===== src/rtl/int_sequencer.sv =====
// int_sequencer: sequences interrupt entry (save EPC, jump to vector) and return for a
// simple PC-based core; NMI is edge-captured, INT is a masked level.
module int_sequencer #(
    parameter logic [31:0] INT_VEC = 32'h0000_0080,
    parameter logic [31:0] NMI_VEC = 32'h0000_0100
) (
    input  logic        clk,
    input  logic        reset,
    input  logic        INT,
    input  logic        INTD,
    input  logic        NMI,
    input  logic        instr_done,
    input  logic        eret,
    input  logic [31:0] PC_out,
    output logic        stall_req,
    output logic        vec_load,
    output logic [31:0] vec_pc,
    output logic [31:0] epc,
    output logic [1:0]  cause,
    output logic        in_service
);
    typedef enum logic [2:0] {IDLE, PEND, SAVE, JUMP, SVC, RET} state_t;

    state_t      state_q, state_d;
    logic        nmi_q, nmi_pend_q, nmi_pend_d, ie_q, ie_d, rdy_q;
    logic        int_pend, any_pend;
    logic [31:0] epc_q, epc_d;
    logic [1:0]  cause_q, cause_d;

    // rdy_q holds the FSM in IDLE for the first edge after reset release
    always_ff @(posedge clk or negedge reset) begin
        if (!reset) begin
            state_q    <= IDLE;
            nmi_q      <= 1'b1;
            nmi_pend_q <= 1'b0;
            ie_q       <= 1'b1;
            rdy_q      <= 1'b0;
            epc_q      <= '0;
            cause_q    <= '0;
        end else begin
            state_q    <= state_d;
            nmi_q      <= NMI;
            nmi_pend_q <= nmi_pend_d;
            ie_q       <= ie_d;
            rdy_q      <= 1'b1;
            epc_q      <= epc_d;
            cause_q    <= cause_d;
        end
    end

    always_comb begin
        int_pend   = INT & ~INTD & ie_q;
        any_pend   = nmi_pend_q | int_pend;
        state_d    = state_q;
        nmi_pend_d = nmi_pend_q | (NMI & ~nmi_q);
        ie_d       = ie_q;
        epc_d      = epc_q;
        cause_d    = cause_q;
        case (state_q)
            IDLE: if (any_pend && rdy_q) state_d = PEND;
            PEND: if (instr_done) state_d = any_pend ? SAVE : IDLE;
            SAVE: begin
                state_d = JUMP;
                epc_d   = PC_out;
                cause_d = nmi_pend_q ? 2'b10 : 2'b01;
                ie_d    = 1'b0;
                if (nmi_pend_q) nmi_pend_d = 1'b0;
            end
            JUMP: state_d = SVC;
            SVC:  if (eret) state_d = RET;
            RET: begin
                state_d = IDLE;
                ie_d    = 1'b1;
                cause_d = 2'b00;
            end
            default: state_d = IDLE;
        endcase
    end

    assign stall_req  = (state_q == PEND) || (state_q == SAVE) || (state_q == JUMP);
    assign vec_load   = (state_q == JUMP) || (state_q == RET);
    assign vec_pc     = (state_q == JUMP) ? ((cause_q == 2'b10) ? NMI_VEC : INT_VEC) :
                        (state_q == RET)  ? epc_q : 32'h0;
    assign epc        = epc_q;
    assign cause      = cause_q;
    assign in_service = (state_q == SVC);
endmodule

===== config.mk =====
export PLATFORM = sky130hd
export DESIGN_NAME = int_sequencer
export DESIGN_NICKNAME = d
export VERILOG_FILES = /design/src/rtl/int_sequencer.sv
export SDC_FILE = /design/constraint.sdc
export NUM_CORES = 1
export LEC_CHECK = 0
export CORE_MARGIN = 2
export CORE_UTILIZATION = 42
export CTS_BUF_LIST = sky130_fd_sc_hd__clkbuf_8
export CTS_CLUSTER_DIAMETER = 150
export DETAILED_ROUTE_END_ITERATION = 7
export PLACE_DENSITY = 0.95
export RECOVER_POWER = 25
export REMOVE_ABC_BUFFERS = 1
export SLEW_MARGIN = 15
export SYNTH_ARGS = -nofsm -noshare
export SYNTH_HDL_FRONTEND = slang
export SYNTH_SLANG_ARGS = --single-unit

===== constraint.sdc =====
create_clock -name clk -period 4 [get_ports clk]
set_clock_uncertainty 0.15 [all_clocks]
set_input_delay 0.8 -clock clk [delete_from_list [all_inputs] [get_ports clk]]
set_output_delay 0.8 -clock clk [all_outputs]
set_load 0.01 [all_outputs]

==> impl_metrics.ini, run 1 <==
[power_and_ir_drop]
cellLeakagePower_nw = 1.43
combinationalPowerShare_pct = 43.4
vdd.ir_drop.worst_mv = 0.313
pwr_density_cell_nw_per_um2 = 667
switching_power_mw = 0.704
power.internal_mw = 1.35
clockPowerShare_pct = 18.9
power.share.sequential_pct = 37.7
p_sw_share_pct = 34.2
finalPower_mw = 2.06

[placement]
post_dp_cell_area_um2 = 2950
placement.io_buffers = 107
dp_hpwl_um = 3780
finalWeightedCongestion = 0.762

[route]
number_of_vias_per_cell = 4.85
post_drt_wl_per_cell_um = 13.9
dr_total_vias = 1799
route.detailed.drc = 0
detail_route.wirelength_um = 5170
drtPass1Iterations = 4
antenna_violating_nets_post_route = 0
initialDrtViolationCount = 101

[layout]
mostFrequentLayoutCell = sky130_fd_sc_hd__clkdlybuf4s50_1
fillCellCount = 333
layout.nets = 357
final_layout_size_suffix_gt1_share_pct = 4.70
antenna_cells = 0
finalCoreUtilization_pct = 70.9
flow.area_growth_from_synthesis_pct = 62.6
mostFrequentLayoutCells = sky130_fd_sc_hd__clkdlybuf4s50_1, sky130_fd_sc_hd__nand2_1, sky130_fd_sc_hd__dfrtp_1
final_area_um2 = 3090

[die]
initial_core_util_pct = 43.6
die_area_um2 = 5070
placeableCoreArea_um2 = 4350
design.portCount = 108
die-height_um = 71.2
dieWidth_um = 71.2
num_rows = 24

[setup_path]
critPathSlowestCell = sky130_fd_sc_hd__dfrtp_1
timing.reg2reg.worst_path_depth = 4
required_time_worst_endpoint_ns = 3.05
cell_by_cell_listing_of_the_critical_path = and3b_1 -> buf_4 -> and2_1 -> clkdlybuf4s50_1
critical-path-max-stage-delay_ns = 0.56
critical_path.endpoint_type = output pin
critPathKind = reg2out
setup.worst_path.start_class = flop
crit_arrival_ns = 2.06
critical_path_peak_fanout = 32

[logic_synthesis]
syn-cell-area_um2 = 1900
synth.yosys.seq_area_share_pct = 54.2
synthCells = 215
synth_top_flop_cell = sky130_fd_sc_hd__dfrtp_1
synth.top_cell.area_share_pct = 51.4
count_of_flip_flops_with_a_built_in_enable_after_synthesis = 0
synth.lib_cells_used.distinct = 29
synth_register_bits = 41
post-synth-top-area-cell = sky130_fd_sc_hd__dfrtp_1
yosys_warnings = 0
syn_avg_cell_area_um2 = 8.83
synthArstFlopShare_pct = 100
synth.area.top_cells = sky130_fd_sc_hd__dfrtp_1, sky130_fd_sc_hd__nand2_1, sky130_fd_sc_hd__and2_1, sky130_fd_sc_hd__dfstp_2, sky130_fd_sc_hd__buf_6

[min_path]
worstHoldPathType = reg2reg
hold-path-cell-count = 2

[global_routing]
number_of_antenna_violations_at_the_first_check_in_global_routing = 0
overflow = 0
grt_first_pass_wirelength_um = 8420
global_route.usage.total_pct = 21.0
grt_start_max_net_pins = 42
number_of_global_route_vias_before_repair = 1822

[clock_network]
cts_root_buffer = sky130_fd_sc_hd__clkbuf_8
clock_tree.buffer_depth = 2
clk_pin_slew_worst_paths_ns = 0.08
clock_sinks = 41
cts_max_level = 2
hold_buffers = 0
tritoncts_clock_tree = yes
clkLatencyLatePin_ns = 0.29
cts-buffers-inserted = 5
cts_repair_resize_count = 0
post-cts-setup-buffer-count = 0

[timing]
fmax_mhz = 332
final.period_utilization_pct = 75.3
worst_max_slew_pin_slew_ns = 2.18
worst_hold_slack_ns = 0.348
timing_max_transition_violations_final = 42
final_number_of_hold_violating_endpoints = 0
setup_repair_after_global_routing_missed_its_margin = false
slew_headroom_pct = -45.3
finalSetupViolations = 0
finalSetupTns_ns = 0
final_period_minus_worst_setup_slack_ns = 3.01

[run_status]
outcome = finished, violations left
failed_checks = capacitance limit, slew limit

[flow_run]
drv.max_cap_violation_count = 1
[synth_stat cells (all sizes together), types with 2 or more instances]
| library cell | instances |
|---|---|
| nand2 | 100 |
| dfrtp | 39 |
| and2 | 30 |
| buf | 10 |
| nor2 | 4 |
| o21ai | 4 |
| clkbuf | 3 |
| inv | 3 |
| nor2b | 3 |
| dfstp | 2 |
| nor3b | 2 |
[final timing paths]
path                       startpoint        end  slack (ns)
setup / recovery           state_q[0]  vec_pc[0]        0.99
hold / removal                epc[28]    epc[28]        0.35
setup reg to reg           state_q[0]   cause[1]        2.01
hold reg to reg               epc[28]    epc[28]        0.35
max in group asynchronous       reset    epc[29]        1.47
min in group asynchronous       reset      rdy_q        1.00
[critical path, delay by kind of cell, from the launching register on]
kind / cells / cell delay, ns
and+or+nand+nor: 2 / 0.39
buffers and inverters: 2 / 0.82
DFF: 1 / 0.56
[sequential cells by signal (all words and copies together), names as in the netlist]
signal and cells:
rdy_q 1, ie_q 1, nmi_pend_q 1, state_q 3, cause 2, nmi_q 1
epc 32
[cell type report]
cell class / instances / area (um2) / share of cell area (%)
clock buffer: 5 / 68.8 / 2.23
tap: 52 / 65.1 / 2.11
timing repair buffer: 109 / 1080 / 35.0
sequential: 41 / 1030 / 33.3
multi-input combinational: 158 / 767 / 24.9
inverter: 3 / 11.3 / 0.365
clock inverter: 3 / 65.1 / 2.11
[power by group through the flow]
stage               clock [mW]  sequential (mW)  combinational [mW]
detailed placement           0            0.779               0.904
finish                   0.389            0.776               0.893
global placement             0            0.763               0.868
global route             0.413            0.802               0.976
CTS                      0.397            0.774               0.906
floorplan                    0            0.824               0.300
[cell families (layout without fill, tap and decap cells)]
kind of cell	after synthesis	in the layout	share of synthesized area [%]
other cells	1	1	0.198
compound gates	13	13	5.08
buf+inv	16	120	5.40
simple gates	144	144	35.1
flops	41	41	54.2
[layer usage]
| metal | vias to the layer above | global-route usage (%) | part of all wire (%) |
|---|---|---|---|
| li1 | 866 | - | - |
| met1 | 851 | 24.4 | 39 |
| met2 | 71 | 37.6 | 53 |
| met3 | 11 | 3.80 | 5.8 |
| met4 | 0 | 9.64 | 2.2 |
| met5 | - | 0 | 0 |
[through the flow]
stage | setup slack [ns] | instances
floorplan | 1.79 | 202
global placement | 1.38 | 363
finish | 0.988 | 371
detailed placement | 1.29 | 363
global route | 0.818 | 371
CTS | 0.963 | 371
Note: power is estimated with default switching activity, not from simulation.
==> run 2, diff against run 1 <==
--- a/config.mk
+++ b/config.mk
@@ -6,11 +6,11 @@
 export NUM_CORES = 1
 export LEC_CHECK = 0
 export CORE_MARGIN = 2
-export CORE_UTILIZATION = 42
+export CORE_UTILIZATION = 39
 export CTS_BUF_LIST = sky130_fd_sc_hd__clkbuf_8
 export CTS_CLUSTER_DIAMETER = 150
 export DETAILED_ROUTE_END_ITERATION = 7
-export PLACE_DENSITY = 0.95
+export PLACE_DENSITY = 0.93
 export RECOVER_POWER = 25
 export REMOVE_ABC_BUFFERS = 1
 export SLEW_MARGIN = 15
==> constraint.sdc (replaced) <==
create_clock -name clk -period 2.91 [get_ports clk]
set_clock_uncertainty 0.15 [all_clocks]
set_input_delay 0.582 -clock clk [delete_from_list [all_inputs] [get_ports clk]]
set_output_delay 0.582 -clock clk [all_outputs]
set_load 0.01 [all_outputs]
==> run 2 against run 1 <==
Against the previous run: critical endpoint is now vec_pc[13]; sequential power is 37% higher; global-route usage is 2.8 points lower; via count fell by 2.4%; setup slack lost 0.85 ns; largest power group unchanged; combinational power up 38%; power is 37% higher; count of clock-buffer cells in the layout is the same; the run now ends clean; routed wire length is 7.5% lower; critical path depth stayed put.
==> impl_metrics.ini, run 2 (synthesis gave the netlist of run 1 again) <==
[layout]
layoutNonFillerInstCount = 387
final_layout_size_suffix_gt1_share_pct = 5.31
largest_register_ff_count = 32
antenna_cells = 0
layout.nets = 358
mostFrequentLayoutCells = sky130_fd_sc_hd__clkdlybuf4s50_1, sky130_fd_sc_hd__nand2_1, sky130_fd_sc_hd__dfrtp_1
mostFrequentLayoutCell = sky130_fd_sc_hd__clkdlybuf4s50_1
flow.area_growth_from_synthesis_pct = 64.1
final_area_um2 = 3110
finalCoreUtilization_pct = 65.9

[global_routing]
grt_start_max_net_pins = 42
global_route.usage.total_pct = 18.2
grt_first_pass_wirelength_um = 7640
overflow = 0
number_of_global_route_vias_before_repair = 1676
number_of_antenna_violations_at_the_first_check_in_global_routing = 0

[setup_path]
cp_num_buf_inv = 2
setup.worst_path.start_class = flop
worst-path-stages = 4
timing.reg2reg.worst_path_depth = 4
critical-path-max-stage-delay_ns = 0.55
cell_by_cell_listing_of_the_critical_path = and3b_1 -> buf_4 -> and2_1 -> clkdlybuf4s50_1
worst_path_dominant_cell_family = buffers and inverters
critPathSlowestCell = sky130_fd_sc_hd__dfrtp_1
critical_path.endpoint_type = output pin
crit_arrival_ns = 2.04
critPathKind = reg2out
critical_path_peak_fanout = 32
required_time_worst_endpoint_ns = 2.18

[timing]
timing_max_transition_violations_final = 0
finalSetupTns_ns = 0
setup_repair_after_global_routing_missed_its_margin = false
worst_hold_slack_ns = 0.267
final_number_of_hold_violating_endpoints = 0
setup_ws_ns = 0.138
slew_headroom_pct = 41.3
fmax_mhz = 361
final_period_minus_worst_setup_slack_ns = 2.77
final.period_utilization_pct = 95.3
worst_max_slew_pin_slew_ns = 0.880
finalSetupViolations = 0

[route]
detail_route.wirelength_um = 4780
antenna_violating_nets_post_route = 0
dr_total_vias = 1755
initialDrtViolationCount = 56
number_of_vias_per_cell = 4.53
drtPass1Iterations = 4
post_drt_wl_per_cell_um = 12.4
route.detailed.drc = 0

[die]
die-height_um = 73.8
dieWidth_um = 73.8
die_area_um2 = 5440
initial_core_util_pct = 40.2
num_rows = 25
placeableCoreArea_um2 = 4720
design.portCount = 108

[placement]
post_dp_cell_area_um2 = 2980
placement.io_buffers = 107
detailedPlace.worstSlack_ns = 0.402
placed_cells_incl_taps = 379
dp_hpwl_um = 3550
finalWeightedCongestion = 0.687

[clock_network]
tritoncts_clock_tree = yes
clock_tree.buffer_depth = 2
cts-buffers-inserted = 5
clkLatencyLatePin_ns = 0.28
cts_max_level = 2
post-cts-setup-buffer-count = 0
clock_sinks = 41
cts_root_buffer = sky130_fd_sc_hd__clkbuf_8
clk_pin_slew_worst_paths_ns = 0.08

[power_and_ir_drop]
cellLeakagePower_nw = 1.43
pwr_density_cell_nw_per_um2 = 904
finalPower_mw = 2.82
vdd.ir_drop.worst_mv = 0.437

[flow_run]
drv.max_cap_violation_count = 0

[min_path]
worstHoldPathType = in2async

[run_status]
outcome = complete, no violations
-- run 2: area by class of cell --
| cell class | count | area [um2] |
|---|---|---|
| Inverter | 3 | 11.3 |
| Tap cell | 67 | 83.8 |
| Sequential cell | 41 | 1030 |
| Multi-Input combinational cell | 158 | 767 |
| Fill cell | 397 | 1610 |
| Timing Repair Buffer | 110 | 1090 |
| Clock buffer | 5 | 68.8 |
| Clock inverter | 3 | 65.1 |
-- run 2: routing by layer --
| layer | track usage, % | wire length, um |
|---|---|---|
| met5 | 0 | 0 |
| met4 | 4.65 | 17 |
| met3 | 6.04 | 359 |
| met2 | 32.4 | 2400 |
| met1 | 20.9 | 2010 |
-- run 2: worst paths after layout --
path / from / to / slack [ns]
setup / recovery: state_q[2] / vec_pc[13] / 0.14
hold / removal: reset / epc[8] / 0.27
setup reg to reg: state_q[2] / nmi_pend_q / 0.98
hold reg to reg: epc[25] / epc[25] / 0.35
max in group asynchronous: reset / state_q[0] / 1.74
min in group clk: epc[25] / epc[25] / 0.35
-- run 2: report_power, final --
part	internal, mW	switching (mW)
Combinational	0.691	0.535
Sequential	0.835	0.229
Clock	0.341	0.186
-- run 2: what timing repair did --
action                     CTS  global route
setup endpoints to repair    0             1
hold buffers                 0             0
resized for setup            0             1
==> run 3, diff against run 2 <==
--- a/config.mk
+++ b/config.mk
@@ -10,7 +10,7 @@
 export CTS_BUF_LIST = sky130_fd_sc_hd__clkbuf_8
 export CTS_CLUSTER_DIAMETER = 150
 export DETAILED_ROUTE_END_ITERATION = 7
-export PLACE_DENSITY = 0.93
+export PLACE_DENSITY = 0.82
 export RECOVER_POWER = 25
 export REMOVE_ABC_BUFFERS = 1
 export SLEW_MARGIN = 15
==> run 3 against run 2 <==
Against the previous run: the flow now finishes with violations (capacitance limit, slew limit); via count is 0.51% higher; die area stayed put; final cell count grew 0.52%; critical path type unchanged; critical endpoint is now vec_pc[30]; largest cell class unchanged.
==> impl_metrics.ini, run 3 (synthesis gave the netlist of run 1 again) <==
[placement]
finalWeightedCongestion = 0.745
placement.io_buffers = 107
placed_cells_incl_taps = 381
dp_hpwl_um = 3540

[power_and_ir_drop]
p_sw_share_pct = 34.3
power.share.sequential_pct = 38.7
switching_power_mw = 0.944
power.internal_mw = 1.81
vdd.ir_drop.worst_mv = 0.545
clockPowerShare_pct = 16.9
cellLeakagePower_nw = 1.44
combinationalPowerShare_pct = 44.4
pwr_density_cell_nw_per_um2 = 885
finalPower_mw = 2.75

[die]
num_rows = 25
dieWidth_um = 73.8
design.portCount = 108
initial_core_util_pct = 40.2
die-height_um = 73.8
placeableCoreArea_um2 = 4720
die_area_um2 = 5440

[setup_path]
reg2reg_to = nmi_pend_q
cp-endpoint = vec_pc[30]
cp_num_buf_inv = 2
critPathKind = reg2out
worst-path-stages = 4
worst_path_dominant_cell_family = buffers and inverters
timing.reg2reg.setup_slack_ns = 0.91
reg2reg_from = state_q[2]
critical_path.endpoint_type = output pin
required_time_worst_endpoint_ns = 2.18
timing.reg2reg.worst_path_depth = 4
crit_start = state_q[0]
cell_by_cell_listing_of_the_critical_path = and3b_1 -> buf_4 -> and2_1 -> clkdlybuf4s50_1
setup.worst_path.start_class = flop
critical_path_peak_fanout = 18
critPathSlowestCell = sky130_fd_sc_hd__dfrtp_1
critical-path-max-stage-delay_ns = 0.57
crit_arrival_ns = 1.98

[timing]
finalSetupTns_ns = 0
fmax_mhz = 369
final_number_of_hold_violating_endpoints = 0
worst_max_slew_pin_slew_ns = 2.12
finalSetupViolations = 0
timing_max_transition_violations_final = 42
setup_repair_after_global_routing_missed_its_margin = false
final.period_utilization_pct = 93.2
final_period_minus_worst_setup_slack_ns = 2.71
worst_hold_slack_ns = 0.339
slew_headroom_pct = -41.2

[route]
dr_total_vias = 1764
wl_met2_um = 2450
drtPass1Iterations = 4
detail_route.wirelength_um = 4760
post_drt_wl_per_cell_um = 12.2
met3_wirelength_um = 286
antenna_violating_nets_post_route = 0
number_of_vias_per_cell = 4.53
route.detailed.drc = 0
initialDrtViolationCount = 137
sum_of_routed_wire_segments_on_met1_um = 2000
topRoutingLayerUsed = met4

[run_status]
failed_checks = capacitance limit, slew limit
outcome = finished, violations left

[min_path]
worstHoldPathType = reg2reg

[layout]
flow.area_growth_from_synthesis_pct = 63.8
layout.nets = 360
fillCellCount = 396
mostFrequentLayoutCell = sky130_fd_sc_hd__clkdlybuf4s50_1
largest_register_ff_count = 32
mostFrequentLayoutCells = sky130_fd_sc_hd__clkdlybuf4s50_1, sky130_fd_sc_hd__nand2_1, sky130_fd_sc_hd__dfrtp_1
layoutNonFillerInstCount = 389
final_layout_size_suffix_gt1_share_pct = 4.97
antenna_cells = 0

[clock_network]
hold_buffers = 0
cts-buffers-inserted = 5
cts_root_buffer = sky130_fd_sc_hd__clkbuf_8
tritoncts_clock_tree = yes
clkLatencyLatePin_ns = 0.28
post-cts-setup-buffer-count = 0
clk_pin_slew_worst_paths_ns = 0.08
clock_tree.buffer_depth = 2
cts_max_level = 2
clock_sinks = 41
cts_repair_resize_count = 0

[global_routing]
grt_first_pass_wirelength_um = 7700
grt_start_max_net_pins = 42
global_route.usage.total_pct = 18.3
number_of_global_route_vias_before_repair = 1658
overflow = 0
number_of_antenna_violations_at_the_first_check_in_global_routing = 0

[flow_run]
drv.max_cap_violation_count = 1
run 3: cell count changes in the layout (fill, tap and decap cells not counted), sizes merged:
cell    before  now
clkbuf       5    7
buf          4    5
bufinv       2    1
clkinv       1    0
inv          3    4
run 3: tightest hold or removal path: stages, from the launching register on:
cell	delay, ns
sky130_fd_sc_hd__dfrtp_1	0.36
sky130_fd_sc_hd__nand2_1	0.05
sky130_fd_sc_hd__nand2_1	0.05
run 3: worst min path at each step:
stage | startpoint | to | depth (start not counted)
floorplan | reset | cause[0] | 0
global placement | epc[31] | epc[31] | 2
detailed placement | epc[27] | epc[27] | 2
CTS | reset | nmi_pend_q | 1
global route | rdy_q | state_q[0] | 2
finish | epc[27] | epc[27] | 2
run 3: through the flow:
step                utilization (%)  setup slack, ns  instance area (um2)
finish                         65.8            0.199                 3110
global route                   65.8           0.0445                 3110
CTS                            65.9            0.183                 3110
detailed placement             63.4            0.513                 2990
global placement               63.4            0.549                 2990
floorplan                         -            0.922                 1810
run 3: area by class of cell:
| type | instances | area [um2] | share of cell area [%] |
|---|---|---|---|
| clock buffers | 6 | 82.6 | 2.66 |
| clock inverters | 2 | 33.8 | 1.09 |
| inverters | 3 | 11.3 | 0.362 |
| multi-input cells | 158 | 767 | 24.7 |
| repair buffers | 112 | 1100 | 35.5 |
| well taps | 67 | 83.8 | 2.70 |
| flip-flops and latches | 41 | 1030 | 33.1 |
run 3: power groups by stage:
stage	Clock [mW]	Combinational [mW]	Sequential (mW)
floorplan	0	0.412	1.13
global placement	0	1.21	1.06
detailed placement	0	1.24	1.07
CTS	0.477	1.25	1.07
global route	0.504	1.35	1.11
finish	0.464	1.22	1.06
run 3: per-layer routing:
metal | global-route usage, % | up-vias
met5 | 0 | -
met4 | 3.84 | 0
met3 | 5.62 | 2
met2 | 32.1 | 59
met1 | 21.9 | 832
li1 | - | 871
